### config.mk
export PLATFORM = sky130hd
export DESIGN_NAME = program_counter
export DESIGN_NICKNAME = d
export VERILOG_FILES = /design/src/rtl/pc_pkg.sv /design/src/rtl/program_counter_ret_stack.sv /design/src/rtl/program_counter.sv
export SDC_FILE = /design/constraint.sdc
export NUM_CORES = 1
export LEC_CHECK = 0
export BUFFER_PORTS_ARGS = -buffer_cell sky130_fd_sc_hd__buf_2
export CAP_MARGIN = 15
export CORE_AREA = 2 2 114 94
export DETAILED_ROUTE_END_ITERATION = 10
export DIE_AREA = 0 0 116 96
export GPL_TIMING_DRIVEN = 0
export PLACE_DENSITY = 0.71
export SLEW_MARGIN = 20
export SYNTH_ARGS = -nofsm -noshare
export SYNTH_HDL_FRONTEND = slang
export SYNTH_SLANG_ARGS = --single-unit
### constraint.sdc
create_clock -name clk -period 2.8 [get_ports clk]
set_input_delay 0.56 -clock clk [delete_from_list [all_inputs] [get_ports clk]]
set_output_delay 0.56 -clock clk [all_outputs]
set_load 0.01 [all_outputs]
### src/rtl/pc_pkg.sv
// Shared constants and next-PC select encoding for the program counter slice.
package pc_pkg;

  localparam int PC_WIDTH       = 16;
  localparam int PC_STACK_DEPTH = 4;

  typedef enum logic [2:0] {
    PC_SEL_HOLD,
    PC_SEL_INC,
    PC_SEL_LOAD,
    PC_SEL_POP,
    PC_SEL_CLEAR
  } pc_sel_t;

endpackage

### src/rtl/program_counter_ret_stack.sv
// Return-address LIFO: DEPTH x WIDTH entries with push/pop/flush and a sticky
// error flag for overflow, underflow and simultaneous push+pop.
module ret_stack #(
  parameter int WIDTH = 16,
  parameter int DEPTH = 4
) (
  input  logic                     clk,
  input  logic                     rst,
  input  logic                     flush,
  input  logic                     push,
  input  logic                     pop,
  input  logic [WIDTH-1:0]         din,
  output logic [WIDTH-1:0]         top,
  output logic                     pop_ok,
  output logic [$clog2(DEPTH):0]   sp_depth,
  output logic                     full,
  output logic                     empty,
  output logic                     err
);

  localparam int AW = $clog2(DEPTH);
  localparam int DW = AW + 1;

  logic [WIDTH-1:0] entries [DEPTH];
  logic             push_ok;
  logic             err_set;

  assign full    = (sp_depth == DW'(DEPTH));
  assign empty   = (sp_depth == '0);
  assign push_ok = push & ~pop & ~full & ~flush;
  assign pop_ok  = pop & ~push & ~empty & ~flush;
  assign err_set = (push & pop) | (push & full) | (pop & empty);

  // Index wraps when empty; the value is never selected in that case.
  assign top = entries[AW'(sp_depth - DW'(1))];

  always_ff @(posedge clk or posedge rst) begin
    if (rst) begin
      sp_depth <= '0;
      err      <= 1'b0;
      for (int i = 0; i < DEPTH; i++) entries[i] <= '0;
    end else if (flush) begin
      sp_depth <= '0;
      err      <= 1'b0;
    end else begin
      if (err_set) err <= 1'b1;
      if (push_ok) begin
        entries[AW'(sp_depth)] <= din;
        sp_depth               <= sp_depth + DW'(1);
      end else if (pop_ok) begin
        sp_depth <= sp_depth - DW'(1);
      end
    end
  end

endmodule

### src/rtl/program_counter.sv
// Hack program counter with call/return stack. Optional watchpoint comparator
// is built when PC_WATCHPOINT_EN is defined.
module program_counter
  import pc_pkg::*;
#(
  parameter int WIDTH = PC_WIDTH,
  parameter int DEPTH = PC_STACK_DEPTH
) (
  input  logic                   clk,
  input  logic                   rst,
  input  logic [WIDTH-1:0]       in,
  input  logic                   load,
  input  logic                   inc,
  input  logic                   clear,
  input  logic                   push,
  input  logic                   pop,
  output logic [WIDTH-1:0]       out,
  output logic [$clog2(DEPTH):0] sp_depth,
  output logic                   stack_full,
  output logic                   stack_empty,
  output logic                   stack_err
`ifdef PC_WATCHPOINT_EN
  ,
  input  logic [WIDTH-1:0]       watch_addr,
  input  logic                   watch_en,
  output logic                   watch_hit
`endif
);

  logic [WIDTH-1:0] pc_plus1;
  logic [WIDTH-1:0] stack_top;
  logic             pop_ok;
  pc_sel_t          sel;

  assign pc_plus1 = out + WIDTH'(1);

  // The return address is always pre-edge out+1, whatever the PC does next.
  ret_stack #(.WIDTH(WIDTH), .DEPTH(DEPTH)) u_stack (
    .clk      (clk),
    .rst      (rst),
    .flush    (clear),
    .push     (push),
    .pop      (pop),
    .din      (pc_plus1),
    .top      (stack_top),
    .pop_ok   (pop_ok),
    .sp_depth (sp_depth),
    .full     (stack_full),
    .empty    (stack_empty),
    .err      (stack_err)
  );

  always_comb begin
    sel = PC_SEL_HOLD;
    if (clear)       sel = PC_SEL_CLEAR;
    else if (pop_ok) sel = PC_SEL_POP;
    else if (load)   sel = PC_SEL_LOAD;
    else if (inc)    sel = PC_SEL_INC;
  end

  always_ff @(posedge clk or posedge rst) begin
    if (rst) begin
      out <= '0;
    end else begin
      case (sel)
        PC_SEL_CLEAR: out <= '0;
        PC_SEL_POP:   out <= stack_top;
        PC_SEL_LOAD:  out <= in;
        PC_SEL_INC:   out <= pc_plus1;
        default:      out <= out;
      endcase
    end
  end

`ifdef PC_WATCHPOINT_EN
  always_ff @(posedge clk or posedge rst) begin
    if (rst)        watch_hit <= 1'b0;
    else if (clear) watch_hit <= 1'b0;
    else            watch_hit <= watch_en & (out == watch_addr);
  end
`else
  // No watchpoint hardware in this build.
`endif

endmodule

## Word-level counts from Yosys, hierarchy flattened

Index checks and enable logic that the tools add are counted.

- Add/sub/neg operators: 3
- Magnitude comparators: 3
- Equal/unequal tests: 5
- Muxes and demuxes: 16
- Bitwise gates (word level): 18
- Reduce and logical (&&, ||, !) cells: 6

Operators by type and width:

| kind | number |
|---|---|
| $bwmux W64 | 1 |
| $pmux W16 S4 | 1 |
| $mux W16 | 3 |
| $bmux W16 S2 | 1 |
| $demux W16 S2 | 1 |
| $add A16 B1 Y16 const B | 1 |
| $mux W3 | 4 |
| $and A1 B1 Y1 | 9 |
| $eq A3 B2 Y1 const B | 2 |
| $eq A3 B3 Y1 const B | 2 |
| $ge A3 B3 Y1 const B | 2 |
| $not A2 Y3 | 2 |
| $not A1 Y1 | 5 |
| $mux W2 | 2 |
| $reduce_bool A4 Y1 | 1 |
| $add A3 B1 Y3 const B | 1 |
| $eq A3 B1 Y1 const B | 1 |
| $logic_not A3 Y1 | 1 |
| $lt A3 B1 Y1 const B | 1 |
| $mux W1 | 3 |
| $reduce_bool A3 Y1 | 1 |
| $sub A3 B1 Y3 const B | 1 |
| $or A1 B1 Y1 | 2 |
| $reduce_and A2 Y1 | 1 |
| other kinds (2) | 2 |

- Register bits: 84
- Input port bits: 23
- Output and inout bits: 22
- Logic and storage cells: 58

## Logic depth before layout (Yosys ltp)

- Depth after elaboration: 8
- Gate-level depth with buffers: 10
- Gate-level depth less buffers: 7

## By module

Synthesis repeated with hierarchy kept, for this count alone.

- Cell total of the unflattened synthesis: 357
- Area, all modules: 4,525.6 um2

Modules (own cells, without submodules):

| module | times used | cells an instance | area each (um2) | sequential area each (um2) |
|---|---|---|---|---|
| ret_stack | 1 | 197 | 3,169.3 | 1,701.6 |
| program_counter | 1 | 160 | 1,356.3 | 400.4 |

## Worst setup path after synthesis

OpenSTA, ideal clock, no wires.

- Path type: register to register
- Start point: reg u_stack.sp_depth[0]
- End point: reg out[15]
- Library setup time: 0.126 ns
- Data arrival time: 2.437 ns
- Required time: 2.674 ns
- Path slack: 0.237 ns
- Cell stages (with the launch flop): 10
- Buffers on the path: 4
- Clock period less this slack: 2.563 ns
- Path through: dfrtp_1 > buf_2 > buf_2 > inv_1 > ha_1 > buf_4 > buf_2 > mux4_2 > and2_1 > a221o_1

- Longest elaborated chain between the ends: 8
- Elaborated cells between the ends (all ways): 17
- Classes of those cells: 1 x add/sub; 4 x eq/ne; 6 x mux; 4 x bitwise; 2 x reduce/logical

Ends and longest elaborated chain:

| element | line | source |
|---|---|---|
| from (decl) | program_counter_ret_stack.sv:15 | `output logic [$clog2(DEPTH):0] sp_depth,` |
| from (signal assigned) | program_counter_ret_stack.sv:49 | `sp_depth <= sp_depth + DW'(1);` |
| from (signal assigned) | program_counter_ret_stack.sv:51 | `sp_depth <= sp_depth - DW'(1);` |
| branches (longest 8 deep; another with $sub A3 B1 Y3) | - |  |
| to (signal assigned) | program_counter.sv:67 | `PC_SEL_POP: out <= stack_top;` |
| to (signal assigned) | program_counter.sv:68 | `PC_SEL_LOAD: out <= in;` |
| to (signal assigned) | program_counter.sv:69 | `PC_SEL_INC: out <= pc_plus1;` |
| to (decl) | program_counter.sv:17 | `output logic [WIDTH-1:0] out,` |

Several ways; the timed one is not identified. The select of a mux whose other input is x is not followed.
A chain may end at the register's enable or synchronous reset.

## Final worst setup path

- Start point: reg u_stack.sp_depth[0]
- End point: reg out[13]

Same word-level chain as after synthesis.

==> flow_summary.toml <==
[run_status]
outcome = "complete, no violations"

[sta]
min_period_ns = 2.68
hold_viol_final = 0
tightest_slew_ns = 0.600
setup_tns_ns = 0
slew_headroom_pct = 60.0
skew_ns = 0.0104
finalWorstSetupSlack_ns = 0.121
max_freq_ghz = 0.373
rsz0062_at_grt = "false"
period_share_pct = 95.7
slew_violations = 0
setup_viol = 0

[synthesis]
synth_top_area_share_pct = 48.1
synth_common_cells = "84 x dfrtp_1, 63 x nand2_1, 36 x o21ai_0, 23 x nor2_1, 21 x a21oi_1"
synth_top_cell_by_area = "dfrtp_1"
synth-seq-cells = 84
synth_edf_count = 0
synthFlopType = "dfrtp_1"
synth_cell_type_count = 50
synth-seq-area-share_pct = 48.1
async_flop_share_pct = 100
avgSynthCellArea_um2 = 10.5
syn_area_um2 = 4370
synthTopCellsByArea = "dfrtp_1 48%, mux4_2 8.2%, nand2_1 5.4%"
yosysMostFrequentCell = "dfrtp_1"
yosysWarnings = 0
synth_nets = 445
syn_inst = 416

[cells_and_area]
diodes = 0
drive_gt1_share_pct = 24.4
num-fill-cells = 907
final_cell_count_no_fill = 615
seqCellArea_um2 = 2100
syn_to_final_growth_pct = 17.3
finalNetCount = 499
multiInputGateArea_um2 = 2100

[routing]
routed_wl_um = 11700
via_count = 3582
drc = 0
vias_per_cell = 5.82
wire_per_inst_um = 19.0
ant_nets = 0
drt-pass1-iter-count = 4
dr.first_iter.drc_count = 300

[clock_tree]
cts_tree = "built"
ctsHoldBuffers = 0
clockRootBuffer = "clkbuf_16"
cts_htree_levels = 3
insertion_delay_ns = 0.34
clock_sinks = 84
ctsLongestPathBuffers = 2
clk_pin_slew_ns = 0.07
cts_buffers = 9

[critical_path]
timing.rr.end = "out[13]$_DFFE_PP0P_"
worstReg2RegStart = "u_stack.sp_depth[0]$_DFFE_PP0P_"
critPathKind = "reg2reg"
crit_required_ns = 3.02
cp.arrival_ns = 2.90
crit_path_end = "out[13]$_DFFE_PP0P_"
critPathLaunch = "u_stack.sp_depth[0]$_DFFE_PP0P_"
worstPathMaxFanout = 10
rr_worst_depth = 8
critPathLaunchType = "flop"
r2r_setup_slack_ns = 0.12
setup.worst_path.end_class = "flop"

[floorplanning]
dieArea_um2 = 11100
die_w_um = 116
rows = 33
initial_utilization_pct = 43.8
core_area_um2 = 9990
die_y_um = 96
io_pins = 45

[placement]
place_congestion = 0.918
dp_slack_ns = -0.277
dpl.cell_count = 599
portBuffers = 42
hpwl_um = 8140

[global_routing]
grt_antenna_before_repair = 0
grt_pass1_vias = 3414
grt_use_total_pct = 22.2
grt-ovfl-total = 0
grt_pass1_wl_um = 18500
grt_max_degree = 44

[run]
cap_violations = 0

[power]
cellLeakagePower_nw = 2.23
p_per_area_nw_per_um2 = 701
ir_drop_uv = 410
power_mw = 3.60

[hold_path]
hold_path.class = "in2async"
==> cell families after synthesis <==
logic type               count (synthesis)  synth area share, %
multiplexers                            21                 9.50
AO/OA/AOI/OAI                           99                 13.7
XOR/XNOR                                26                 5.21
buffers and inverters                   39                 4.12
adder cells (fa/ha/maj)                  6                 1.72
flip-flops                              84                 48.1
AND/OR/NAND/NOR                        141                 17.7
==> cell type report <==
| cell class | instances | area share (%) |
|---|---|---|
| Sequential cell | 84 | 41.0 |
| Buffer | 31 | 3.22 |
| Tap cell | 140 | 3.41 |
| Clock inverter | 7 | 2.00 |
| Multi-Input combinational cell | 293 | 40.9 |
| Timing Repair Buffer | 43 | 4.49 |
| Clock buffer | 9 | 4.39 |
| Inverter | 8 | 0.634 |
==> worst min path at each step <==
stage                                          from                              end  slack [ns]  depth (start not counted)
floorplan           u_stack.entries[21]$_DFFE_PP0P_  u_stack.entries[21]$_DFFE_PP0P_        0.44                          2
global placement    u_stack.entries[38]$_DFFE_PP0P_  u_stack.entries[38]$_DFFE_PP0P_        0.46                          2
detailed placement  u_stack.entries[24]$_DFFE_PP0P_  u_stack.entries[24]$_DFFE_PP0P_        0.47                          2
CTS                                             rst  u_stack.entries[44]$_DFFE_PP0P_        0.29                          2
global route                                    rst          u_stack.err$_DFFE_PP0P_        0.32                          2
finish                                          rst          u_stack.err$_DFFE_PP0P_        0.27                          2
==> critical path, stage by stage, from the launching register on <==
cell     delay (ns)
dfrtp_1        0.42
buf_6          0.22
buf_4          0.23
inv_1          0.11
ha_1           0.37
buf_6          0.21
mux4_2         0.52
and2_1         0.20
a221o_1        0.27
==> through the flow <==
stage | util, % | hold slack [ns] | area (um^2)
detailed placement | 47.9 | 0.469 | 4780
global route | 51.4 | 0.323 | 5130
floorplan | - | 0.445 | 4370
CTS | 51.2 | 0.293 | 5120
global placement | 47.6 | 0.457 | 4760
finish | 51.4 | 0.273 | 5130
==> placed cells by master (no fill, tap or decap), types with 4 or more instances in the layout <==
| cell type | n |
|---|---|
| nor3_1 | 5 |
| a221o_1 | 5 |
| nor4_2 | 6 |
| nand2_1 | 63 |
| a22oi_1 | 4 |
| xor2_1 | 8 |
| nand4_1 | 5 |
| and2_1 | 6 |
| mux4_2 | 16 |
| clkbuf_1 | 13 |
| ha_1 | 6 |
| nor2_1 | 23 |
| buf_2 | 51 |
| o21ai_1 | 18 |
| inv_1 | 6 |
| nand3_1 | 8 |
| mux2_2 | 4 |
| a21oi_1 | 21 |
| xnor2_1 | 18 |
| dfrtp_1 | 84 |
| o221ai_1 | 4 |
| o21ai_0 | 36 |
| clkbuf_16 | 9 |
==> power breakdown <==
part           internal (mW)  switching (mW)  total [mW]
combinational          0.317           0.404       0.722
clock                  0.796           0.511        1.31
sequential              1.43           0.137        1.57
total                   2.54            1.05        3.60
==> layer usage <==
layer	vias to the layer above	GRT usage [%]	routed length, um
met5	-	0	0
met4	0	6.35	243
met3	20	5.86	845
met2	158	34.6	5260
met1	1811	30.7	5350
li1	1593	-	-
==> timing repair <==
item                                    CTS  global route
endpoints found under the setup margin   18            14
resized for setup                         3             3
endpoints found under the hold margin     0             0
setup buffers                             0             0
==> flip-flops by register name, summed over array words and instances, names as in the netlist <==
name,flops
u_stack.entries,64
u_stack.sp_depth,3
u_stack.err,1
out,16
(Power assumes the default switching activity.)
